[src/rtl/store_unit_pkg.sv]
// -----------------------------------------------------------------------------
// store_unit_pkg
// Shared types and helpers for the store path.
//   store_width_t  : access size requested by the store buffer
//   store_state_t  : store_controller FSM states
//   lane_t         : replicated write data plus byte-enable mask
//   lane_map()     : places a store's data onto the 32-bit bus lanes
//   is_misaligned(): true when the access crosses its natural alignment
// -----------------------------------------------------------------------------
package store_unit_pkg;

    typedef enum logic [1:0] {
        STORE_BYTE = 2'd0,
        STORE_HALF = 2'd1,
        STORE_WORD = 2'd2
    } store_width_t;

    typedef enum logic [1:0] {
        ST_IDLE    = 2'd0,
        ST_WRITE   = 2'd1,
        ST_RESPOND = 2'd2
    } store_state_t;

    typedef struct packed {
        logic [31:0] data;
        logic [3:0]  byte_enable;
    } lane_t;

    localparam int unsigned TIMEOUT_WIDTH = 8;

    // Replicate the payload across all lanes so the memory can pick whichever
    // lanes the byte-enable selects; offset only shifts the enable mask.
    function automatic lane_t lane_map(
        input store_width_t width,
        input logic [1:0]   offset,
        input logic [31:0]  data
    );
        lane_t lanes;
        case (width)
            STORE_BYTE: begin
                lanes.data        = {4{data[7:0]}};
                lanes.byte_enable = 4'b0001 << offset;
            end
            STORE_HALF: begin
                lanes.data        = {2{data[15:0]}};
                lanes.byte_enable = 4'b0011 << offset;
            end
            default: begin
                lanes.data        = data;
                lanes.byte_enable = 4'b1111;
            end
        endcase
        return lanes;
    endfunction

    // Unused width encoding is treated as a word access.
    function automatic logic is_misaligned(
        input store_width_t width,
        input logic [1:0]   offset
    );
        logic bad;
        case (width)
            STORE_BYTE: bad = 1'b0;
            STORE_HALF: bad = offset[0];
            default:    bad = (offset != 2'b00);
        endcase
        return bad;
    endfunction

endpackage

[src/rtl/store_interface.sv]
// -----------------------------------------------------------------------------
// store_interface
// Pull-side handshake between the store buffer (master) and the store
// controller (slave).
//   request : single-cycle pulse, store fields valid in the same cycle
//   address : byte address of the store
//   data    : store payload, right-justified
//   width   : access size (store_width_t)
//   done    : one-cycle pulse when the store has been retired (any outcome)
// -----------------------------------------------------------------------------
interface store_interface;
    import store_unit_pkg::*;

    logic         request;
    logic [31:0]  address;
    logic [31:0]  data;
    store_width_t width;
    logic         done;

    modport master (
        output request, address, data, width,
        input  done
    );

    modport slave (
        input  request, address, data, width,
        output done
    );

endinterface

[src/rtl/store_controller.sv]
// -----------------------------------------------------------------------------
// store_controller
// Takes one store at a time from the store buffer and performs it as a single
// 32-bit bus write with byte enables. Misaligned stores are rejected without
// touching the bus; bus errors and response timeouts abort the store. Every
// store, successful or not, is retired with a one-cycle done pulse.
//
// Parameters
//   TIMEOUT_CYCLES    : bus-wait cycles before a write aborts (1..255)
// Ports
//   clk_i             : clock, rising edge
//   rst_n_i           : asynchronous active-low reset
//   store_channel     : store buffer handshake (slave side)
//   bus_write_o       : write strobe, held until a response or timeout
//   bus_address_o     : word-aligned write address
//   bus_data_o        : lane-replicated write data
//   bus_byte_enable_o : active byte lanes
//   bus_ack_i         : write completed
//   bus_error_i       : write failed (wins over a simultaneous ack)
//   store_error_o     : one-cycle pulse alongside done when a store aborts
//   error_address_o   : byte address of the most recent aborted store
// -----------------------------------------------------------------------------
module store_controller
    import store_unit_pkg::*;
#(
    parameter int unsigned TIMEOUT_CYCLES = 255
) (
    input  logic                 clk_i,
    input  logic                 rst_n_i,
    store_interface.slave        store_channel,
    output logic                 bus_write_o,
    output logic [31:0]          bus_address_o,
    output logic [31:0]          bus_data_o,
    output logic [3:0]           bus_byte_enable_o,
    input  logic                 bus_ack_i,
    input  logic                 bus_error_i,
    output logic                 store_error_o,
    output logic [31:0]          error_address_o
);

    // Counter value in the last permitted wait cycle; reaching it without a
    // response aborts the write.
    localparam logic [TIMEOUT_WIDTH-1:0] TIMEOUT_LAST = TIMEOUT_WIDTH'(TIMEOUT_CYCLES - 1);

    store_state_t             state_q;
    logic [TIMEOUT_WIDTH-1:0] timeout_count_q;
    logic [31:0]              addr_q;
    logic                     done_q;
    lane_t                    lane_next;
    logic                     request_misaligned;

    // NOTE: each signal here is a single unconditional assignment, so every
    // path is covered and no latch can be inferred.
    always_comb begin
        lane_next          = lane_map(store_channel.width, store_channel.address[1:0],
                                      store_channel.data);
        request_misaligned = is_misaligned(store_channel.width, store_channel.address[1:0]);
    end

    assign store_channel.done = done_q;

    // NOTE: sequential state uses non-blocking assignments only, so every
    // register samples the values from before this clock edge.
    always_ff @(posedge clk_i or negedge rst_n_i) begin
        if (!rst_n_i) begin
            // NOTE: the bus data/address registers are reset too, so a store
            // cut short by reset leaves nothing stale on the bus.
            state_q           <= ST_IDLE;
            timeout_count_q   <= '0;
            addr_q            <= '0;
            done_q            <= 1'b0;
            store_error_o     <= 1'b0;
            error_address_o   <= '0;
            bus_write_o       <= 1'b0;
            bus_address_o     <= '0;
            bus_data_o        <= '0;
            bus_byte_enable_o <= '0;
        end else begin
            // done and store_error_o are pulses: only the entry into RESPOND
            // raises them for the single RESPOND cycle.
            done_q        <= 1'b0;
            store_error_o <= 1'b0;

            case (state_q)
                ST_IDLE: begin
                    if (store_channel.request) begin
                        addr_q <= store_channel.address;
                        if (request_misaligned) begin
                            // Rejected before any bus activity.
                            state_q         <= ST_RESPOND;
                            done_q          <= 1'b1;
                            store_error_o   <= 1'b1;
                            error_address_o <= store_channel.address;
                        end else begin
                            state_q           <= ST_WRITE;
                            timeout_count_q   <= '0;
                            bus_write_o       <= 1'b1;
                            bus_address_o     <= {store_channel.address[31:2], 2'b00};
                            bus_data_o        <= lane_next.data;
                            bus_byte_enable_o <= lane_next.byte_enable;
                        end
                    end
                end

                ST_WRITE: begin
                    if (bus_ack_i || bus_error_i) begin
                        state_q     <= ST_RESPOND;
                        bus_write_o <= 1'b0;
                        done_q      <= 1'b1;
                        // An error alongside an ack still counts as a failure.
                        if (bus_error_i) begin
                            store_error_o   <= 1'b1;
                            error_address_o <= addr_q;
                        end
                    end else if (timeout_count_q == TIMEOUT_LAST) begin
                        state_q         <= ST_RESPOND;
                        bus_write_o     <= 1'b0;
                        done_q          <= 1'b1;
                        store_error_o   <= 1'b1;
                        error_address_o <= addr_q;
                    end else begin
                        timeout_count_q <= timeout_count_q + 1'b1;
                    end
                end

                ST_RESPOND: begin
                    state_q <= ST_IDLE;
                end

                default: begin
                    state_q <= ST_IDLE;
                end
            endcase
        end
    end

endmodule

[src/flat_wrapper.sv]
// flat-port wrapper written by rule: the top's interface ports become plain ports
module store_controller_flat import store_unit_pkg::*;
#(
    parameter int unsigned TIMEOUT_CYCLES = 255
)
  (clk_i, rst_n_i, bus_write_o, bus_address_o, bus_data_o, bus_byte_enable_o, bus_ack_i, bus_error_i, store_error_o, error_address_o, store_channel_request, store_channel_address, store_channel_data, store_channel_width, store_channel_done);
  store_interface store_channel_i ();
  input  logic clk_i;
  input  logic rst_n_i;
  output logic bus_write_o;
  output logic [31:0] bus_address_o;
  output logic [31:0] bus_data_o;
  output logic [3:0] bus_byte_enable_o;
  input  logic bus_ack_i;
  input  logic bus_error_i;
  output logic store_error_o;
  output logic [31:0] error_address_o;
  input wire logic [$bits(store_channel_i.request)-1:0] store_channel_request;
  input wire logic [$bits(store_channel_i.address)-1:0] store_channel_address;
  input wire logic [$bits(store_channel_i.data)-1:0] store_channel_data;
  input wire logic [$bits(store_channel_i.width)-1:0] store_channel_width;
  output wire logic [$bits(store_channel_i.done)-1:0] store_channel_done;
  assign store_channel_i.request = store_channel_request;
  assign store_channel_i.address = store_channel_address;
  assign store_channel_i.data = store_channel_data;
  assign store_channel_i.width = store_channel_width;
  assign store_channel_done = store_channel_i.done;
  store_controller #(.TIMEOUT_CYCLES(TIMEOUT_CYCLES)) u_core (.clk_i(clk_i), .rst_n_i(rst_n_i), .store_channel(store_channel_i), .bus_write_o(bus_write_o), .bus_address_o(bus_address_o), .bus_data_o(bus_data_o), .bus_byte_enable_o(bus_byte_enable_o), .bus_ack_i(bus_ack_i), .bus_error_i(bus_error_i), .store_error_o(store_error_o), .error_address_o(error_address_o));
endmodule
[config.mk]
export PLATFORM = sky130hd
export DESIGN_NAME = store_controller_flat
export DESIGN_NICKNAME = d
export VERILOG_FILES = /design/src/rtl/store_unit_pkg.sv /design/src/rtl/store_interface.sv /design/src/rtl/store_controller.sv /design/src/flat_wrapper.sv
export SDC_FILE = /design/constraint.sdc
export NUM_CORES = 1
export LEC_CHECK = 0
export CELL_PAD_IN_SITES_DETAIL_PLACEMENT = 1
export CELL_PAD_IN_SITES_GLOBAL_PLACEMENT = 1
export CORE_MARGIN = 10
export CORE_UTILIZATION = 37
export CTS_CLUSTER_SIZE = 40
export DETAILED_ROUTE_END_ITERATION = 10
export HOLD_SLACK_MARGIN = 0.1
export PLACE_DENSITY_LB_ADDON = 0.1
export SKIP_LAST_GASP = 1
export SLEW_MARGIN = 25
export SYNTH_ARGS = -nofsm -noshare
export SYNTH_HDL_FRONTEND = slang
export SYNTH_SLANG_ARGS = --single-unit
[constraint.sdc]
create_clock -name clk_i -period 2.8 [get_ports clk_i]
set_clock_uncertainty 0.1 [all_clocks]
set_input_delay 0.42 -clock clk_i [delete_from_list [all_inputs] [get_ports clk_i]]
set_output_delay 0.42 -clock clk_i [all_outputs]
set_load 0.01 [all_outputs]
==> results of run 1 <==
## final timing paths
check / cells after the start / to
setup / recovery: 6 / u_core.error_address_o[2]
hold / removal: 2 / u_core.bus_address_o[27]
setup reg to reg: 6 / u_core.error_address_o[2]
hold reg to reg: 2 / u_core.bus_address_o[27]
max in group asynchronous: 3 / u_core.error_address_o[26]
min in group asynchronous: 2 / u_core.bus_data_o[22]
## final cells by class
type | instances | share of cell area (%)
inverter | 4 | 0.166
sequential | 143 | 39.5
multi-input combinational | 443 | 29.3
tap | 225 | 3.10
timing repair buffer | 194 | 21.4
clock buffer | 21 | 5.19
clock inverter | 11 | 1.42
## timing repair
item | CTS | global route
endpoints found under the hold margin | 64 | 0
gates resized for setup | 0 | 0
hold buffers | 1 | 0
## routing by layer
layer	global-route usage [%]	wire (um)	vias to the layer above
li1	-	-	2416
met1	21.6	8900	2571
met2	28.1	9610	120
met3	5.08	933	20
met4	5.27	265	0
met5	0	0	-
## cells in the final DEF (no fill, tap or decap), types with 5 or more instances in the layout
cell	instances
dfrtp_1	143
nand2_1	247
mux2_2	35
nor2_1	12
mux2_4	29
clkbuf_16	17
mux2i_1	24
a21oi_1	9
nand3_1	6
clkdlybuf4s50_1	170
a22o_1	5
buf_4	18
o21ai_0	40
## sequential cells by signal, summed over array words and instances (netlist names)
signal,cells
u_core.store_channel.done,1
u_core.store_error_o,1
u_core.bus_write_o,1
u_core.bus_address_o,30
u_core.error_address_o,32
u_core.bus_data_o,32
u_core.bus_byte_enable_o,4
u_core.state_q,2
u_core.timeout_count_q,8
u_core.addr_q,32
## cells in the mapped netlist, drive strengths merged
master    n  area, um^2
nand2   247         927
dfrtp   143        3580
mux2     64         830
o21ai    41         205
mux2i    24         240
buf      23         166
clkbuf   18        67.6
nor2     12        45.0
a21oi     9        45.0
nand3     7        35.0
a22o      5        43.8
inv       4        15.0
nor3      4        20.0
nor2b     3        18.8
a21o      2        15.0
a31oi     2        12.5
ha        2        25.0
o22ai     2        26.3
a211oi    1        7.51
a22oi     1        7.51
a32o      1        10.0
and2      1        6.26
and3      1        6.26
conb      1        3.75
nand4     1        6.26
nor3b     1        7.51
nor4      1        6.26
o211a     1        10.0
o211ai    1        7.51
o21ba     1        10.0
o21bai    1        7.51
o311ai    1        8.76
o31ai     1        7.51
o41ai     1        8.76
or3       1        6.26
or3b      1        8.76
## worst max-delay path, delay by kind of cell (launching register included)
| kind | cells | cell delay (ns) |
|---|---|---|
| AND/OR/NAND/NOR | 1 | 0.18 |
| multiplexers | 1 | 0.35 |
| buffers and inverters | 2 | 0.52 |
| AO/OA/AOI/OAI | 2 | 0.44 |
| flip-flops | 1 | 0.42 |
## per-stage QoR
step                      util, %  instance area (um^2)  total power [mW]  worst slack, ns
after floorplan                 -                  6460              4.35            0.848
after global placement       49.2                  8460              5.92            0.328
after detailed placement     49.2                  8460              6.04            0.281
after CTS                    52.8                  9070              8.38            0.646
after global routing         52.8                  9070              8.75            0.547
final                        52.8                  9070              8.24            0.668
## cell families after synthesis
family                   after synthesis  share of synthesized area (%)
AND/OR/NAND/NOR                      280                           16.9
multiplexers                          88                           16.6
adder cells (fa/ha/maj)                2                          0.388
other                                  1                         0.0581
buffers and inverters                 45                           3.86
AO/OA/AOI/OAI                         71                           6.71
flip-flops                           143                           55.5
## power breakdown
| part | leakage [nW] | internal (mW) | total [mW] | switching [mW] |
|---|---|---|---|---|
| Clock | 0.290 | 1.39 | 2.29 | 0.895 |
| Sequential | 1.76 | 2.74 | 3.15 | 0.409 |
| Combinational | 2.15 | 1.60 | 2.81 | 1.21 |
| Total | 4.21 | 5.73 | 8.24 | 2.51 |
==> impl_metrics.py, run 1 <==
metrics = {
    "die": {
        "initial_core_util_pct": 37.6,
        "dieArea_um2": 23100,
        "coreArea_um2": 17200,
        "num_rows": 48,
        "dieWidth_um": 152,
        "die_y_um": 152,
        "ios": 174,
    },
    "synthesis": {
        "synth_cell_types": 42,
        "ys_warn_count": 0,
        "synth_area_um2": 6450,
        "synth.ff_latch_count": 143,
        "syn_avg_cell_area_um2": 10.2,
        "synth_seq_area_share_pct": 55.5,
        "netlist_instances": 630,
    },
    "power_and_ir_drop": {
        "p_leak_nw": 4.21,
        "ir_drop_v": 0.000468,
        "power_density_nw_per_um2": 909,
    },
    "clocking": {
        "cts_buffer_depth": 2,
        "cts_sinks": 143,
        "cts_buffers": 17,
        "clk_pin_slew_ns": 0.06,
        "post-cts-setup-buffer-count": 0,
        "cts_tree": "yes",
        "insertion_delay_ns": 0.42,
        "root_buffer": "clkbuf_16",
        "h-tree-depth": 4,
    },
    "global_routing": {
        "overflow": 0,
        "antenna_found_initial": 0,
        "grt_max_degree": 67,
        "grt_pass1_vias": 5665,
        "grt_pass1_wl_mm": 32.4,
        "grt_usage_pct": 17.3,
    },
    "flow_run": {
        "cap_violations": 0,
    },
    "final_layout": {
        "fill_cells": 1901,
        "multi_input_area_um2": 2660,
        "antenna_cells": 0,
        "final-instance-count-excl-fill": 1041,
        "seqCellArea_um2": 3580,
        "final_nets": 876,
        "area_growth_pct": 40.5,
        "layout-drive-gt1-share_pct": 15.3,
    },
    "timing": {
        "worst_hold_slack_ns": 0.371,
        "worst_pin_slew_ns": 0.731,
        "period_needed_ns": 2.13,
        "finalHoldViolations": 0,
        "fin_crit_sh_pct": 76.1,
        "finalSetupTns_ns": 0,
        "maxSlewHeadroom_pct": 51.1,
        "rsz0062_at_grt": "false",
        "slew_violations": 0,
        "fmax_mhz": 469,
        "setup_viol": 0,
    },
    "route": {
        "vias": 5127,
        "wl_per_cell_um": 18.9,
        "drtIter0Drc": 181,
        "postRouteAntennaNets": 0,
        "wl_mm": 19.7,
        "first_pass_iters": 4,
        "avgViaCountPerCell": 4.93,
        "remaining_drc_errors": 0,
    },
    "worst_setup_path": {
        "r2r-start": "u_core.state_q[0]",
        "max_stage_delay_ns": 0.42,
        "endpoint_kind": "flip-flop",
        "critPathKind": "flip-flop to flip-flop",
        "cp_max_fo": 23,
        "cp_data_arrival_time_ns": 2.34,
        "required_ns": 3.01,
        "start_kind": "flip-flop",
        "worstPathCellList": "nor2b_4 > buf_4 > o21ai_0 > o22ai_4 > buf_12 > mux2_2",
        "crit_path_top_delay_cell": "dfrtp_1",
        "crit_start": "u_core.state_q[0]",
        "r2r_slack_ns": 0.67,
    },
    "hold_path": {
        "hold_start": "u_core.bus_address_o[27]",
        "hold_path_class": "flip-flop to flip-flop",
    },
    "placed_design": {
        "place_inst": 1008,
        "numPortBuffers": 171,
        "place_hpwl_mm": 14.3,
        "gp_congestion": 0.746,
    },
    "status": {
        "status": "finished clean",
    },
}
Note: power is estimated with default switching activity, not from simulation.
==> run 2, diff against run 1 <==
--- a/config.mk
+++ b/config.mk
@@ -8,7 +8,7 @@
 export CELL_PAD_IN_SITES_DETAIL_PLACEMENT = 1
 export CELL_PAD_IN_SITES_GLOBAL_PLACEMENT = 1
 export CORE_MARGIN = 10
-export CORE_UTILIZATION = 37
+export CORE_UTILIZATION = 33
 export CTS_CLUSTER_SIZE = 40
 export DETAILED_ROUTE_END_ITERATION = 10
 export HOLD_SLACK_MARGIN = 0.1
==> constraint.sdc (replaced) <==
create_clock -name clk_i -period 1.8 [get_ports clk_i]
set_clock_uncertainty 0.1 [all_clocks]
set_input_delay 0.27 -clock clk_i [delete_from_list [all_inputs] [get_ports clk_i]]
set_output_delay 0.27 -clock clk_i [all_outputs]
set_load 0.01 [all_outputs]
==> impl_metrics.py, run 2 (synthesis gave the netlist of run 1 again) <==
metrics = {
    "hold_path": {
        "hold_path_class": "primary input to async pin",
    },
    "power_and_ir_drop": {
        "power_frac_comb_pct": 35.7,
        "clkPwrFrac_pct": 27.3,
        "netSwitchingFraction_pct": 30.7,
        "p_seq_share_pct": 37.0,
        "power_density_nw_per_um2": 1360,
        "p_leak_nw": 4.52,
        "ir_drop_v": 0.000744,
        "switchingPower_mw": 4.06,
        "p_int_mw": 9.16,
    },
    "die": {
        "num_rows": 51,
        "coreArea_um2": 19300,
        "ios": 174,
        "dieArea_um2": 25500,
        "dieWidth_um": 160,
        "die_y_um": 160,
        "initial_core_util_pct": 33.4,
    },
    "timing": {
        "fin_crit_sh_pct": 110,
        "slew_violations": 0,
        "period_needed_ns": 1.99,
        "worst_hold_slack_ns": 0.220,
        "fmax_mhz": 504,
        "setup_viol": 32,
        "rsz0062_at_grt": "true",
        "postLayoutSetupSlackWorst_ns": -0.186,
        "finalHoldViolations": 0,
    },
    "worst_setup_path": {
        "start_kind": "flip-flop",
        "timing.rr.end": "u_core.error_address_o[16]",
        "required_ns": 2.00,
        "crit_cells": 8,
        "cp_max_fo": 8,
        "rr_worst_depth": 8,
        "worst-path-buf-inv": 3,
        "cp_data_arrival_time_ns": 2.19,
        "critical-path-top-delay-family": "compound AO/OA/AOI/OAI gates",
        "max_stage_delay_ns": 0.37,
        "critPathKind": "flip-flop to flip-flop",
        "crit_path_top_delay_cell": "dfrtp_1",
        "r2r-start": "u_core.timeout_count_q[0]",
        "endpoint_kind": "flip-flop",
        "r2r_slack_ns": -0.19,
        "worstPathCellList": "inv_1 > ha_1 > nand4_1 > o21ba_4 > o22ai_4 > buf_6 > clkbuf_16 > mux2_4",
    },
    "clocking": {
        "cts_buffers": 17,
        "cts_sinks": 143,
        "insertion_delay_ns": 0.42,
        "cts_buffer_depth": 2,
        "clk_pin_slew_ns": 0.06,
        "root_buffer": "clkbuf_16",
        "h-tree-depth": 4,
        "cts_tree": "yes",
    },
    "route": {
        "drtIter0Drc": 197,
        "postRouteAntennaNets": 0,
        "wl_mm": 21.6,
        "first_pass_iters": 4,
        "wl_per_cell_um": 19.3,
        "remaining_drc_errors": 0,
        "avgViaCountPerCell": 4.74,
        "vias": 5303,
    },
    "final_layout": {
        "multi_input_area_um2": 2700,
        "fill_cells": 2121,
        "final_common_cell": "nand2_1",
        "final_nets": 915,
        "reg_top3": "u_core.addr_q x32, u_core.bus_data_o x32, u_core.error_address_o x32",
        "area_growth_pct": 50.4,
        "layout-drive-gt1-share_pct": 19.4,
        "seqCellArea_um2": 3580,
        "layout_common_cells": "246 x nand2_1, 168 x clkdlybuf4s50_1, 143 x dfrtp_1",
        "antenna_cells": 0,
    },
    "global_routing": {
        "grt_pass1_vias": 5900,
        "grt_max_degree": 41,
        "grt_pass1_wl_mm": 33.0,
        "grt_usage_pct": 16.0,
        "overflow": 0,
        "antenna_found_initial": 1,
    },
    "placed_design": {
        "place_hpwl_mm": 15.0,
        "gp_congestion": 0.749,
        "numPortBuffers": 171,
        "dp_slack_ns": -0.524,
    },
    "flow_run": {
        "cap_violations": 0,
    },
    "status": {
        "violations": "setup timing",
        "status": "finished, violations left",
    },
}
-- run 2: metrics by stage --
step	utilization, %	area, um^2	total power, mW	cells	setup TNS, ns
6_report	50.2	9700	13.2	1119	-5.05
5_1_grt	50.2	9700	14.0	1119	-7.50
4_1_cts	48.3	9340	13.2	1102	-3.82
3_5_place_dp	45.1	8730	9.49	1070	-39.55
3_3_place_gp	45.1	8730	9.30	1070	-34.68
2_1_floorplan	-	6460	6.76	631	-3.23
-- run 2: routing by layer --
metal  global-route usage [%]  vias up  routed length (um)
li1                         -     2501                   -
met1                     19.2     2654                9450
met2                     27.3      126               10900
met3                     4.88       20                1090
met4                     4.05        2                 227
met5                        0        -                  13
-- run 2: worst max path at each step --
stage	from	slack [ns]	end
after floorplan	u_core.timeout_count_q[0]	-0.11	u_core.error_address_o[10]
after global placement	store_channel_request	-0.49	u_core.error_address_o[2]
after detailed placement	store_channel_request	-0.52	u_core.error_address_o[2]
after CTS	u_core.state_q[0]	-0.16	u_core.error_address_o[2]
after global routing	u_core.timeout_count_q[0]	-0.26	u_core.error_address_o[16]
final	u_core.timeout_count_q[0]	-0.19	u_core.error_address_o[16]
-- run 2: final cells by class --
| cell class | instances | share of cell area [%] |
|---|---|---|
| Multi-Input combinational cell | 444 | 27.8 |
| Inverter | 4 | 0.155 |
| Sequential cell | 143 | 36.9 |
| Timing Repair Buffer | 232 | 25.6 |
| Tap cell | 265 | 3.42 |
| Clock inverter | 14 | 1.75 |
| Clock buffer | 17 | 4.38 |
-- run 2: power groups by stage --
| stage | registers, mW | clock network (mW) | logic [mW] |
|---|---|---|---|
| floorplan | 5.21 | 0 | 1.55 |
| CTS | 4.90 | 3.69 | 4.59 |
| global route | 5.03 | 3.85 | 5.12 |
| finish | 4.89 | 3.60 | 4.72 |
| detailed placement | 4.93 | 0 | 4.56 |
| global placement | 4.88 | 0 | 4.42 |
-- run 2: what timing repair did --
item                                    in CTS  in global routing
hold endpoints to repair                   143                  0
hold buffers                                 1                  0
buffers inserted                             0                  7
gates resized for setup                      2                 39
gates cloned                                 0                 10
pin swaps                                    0                  5
endpoints found under the setup margin      70                107
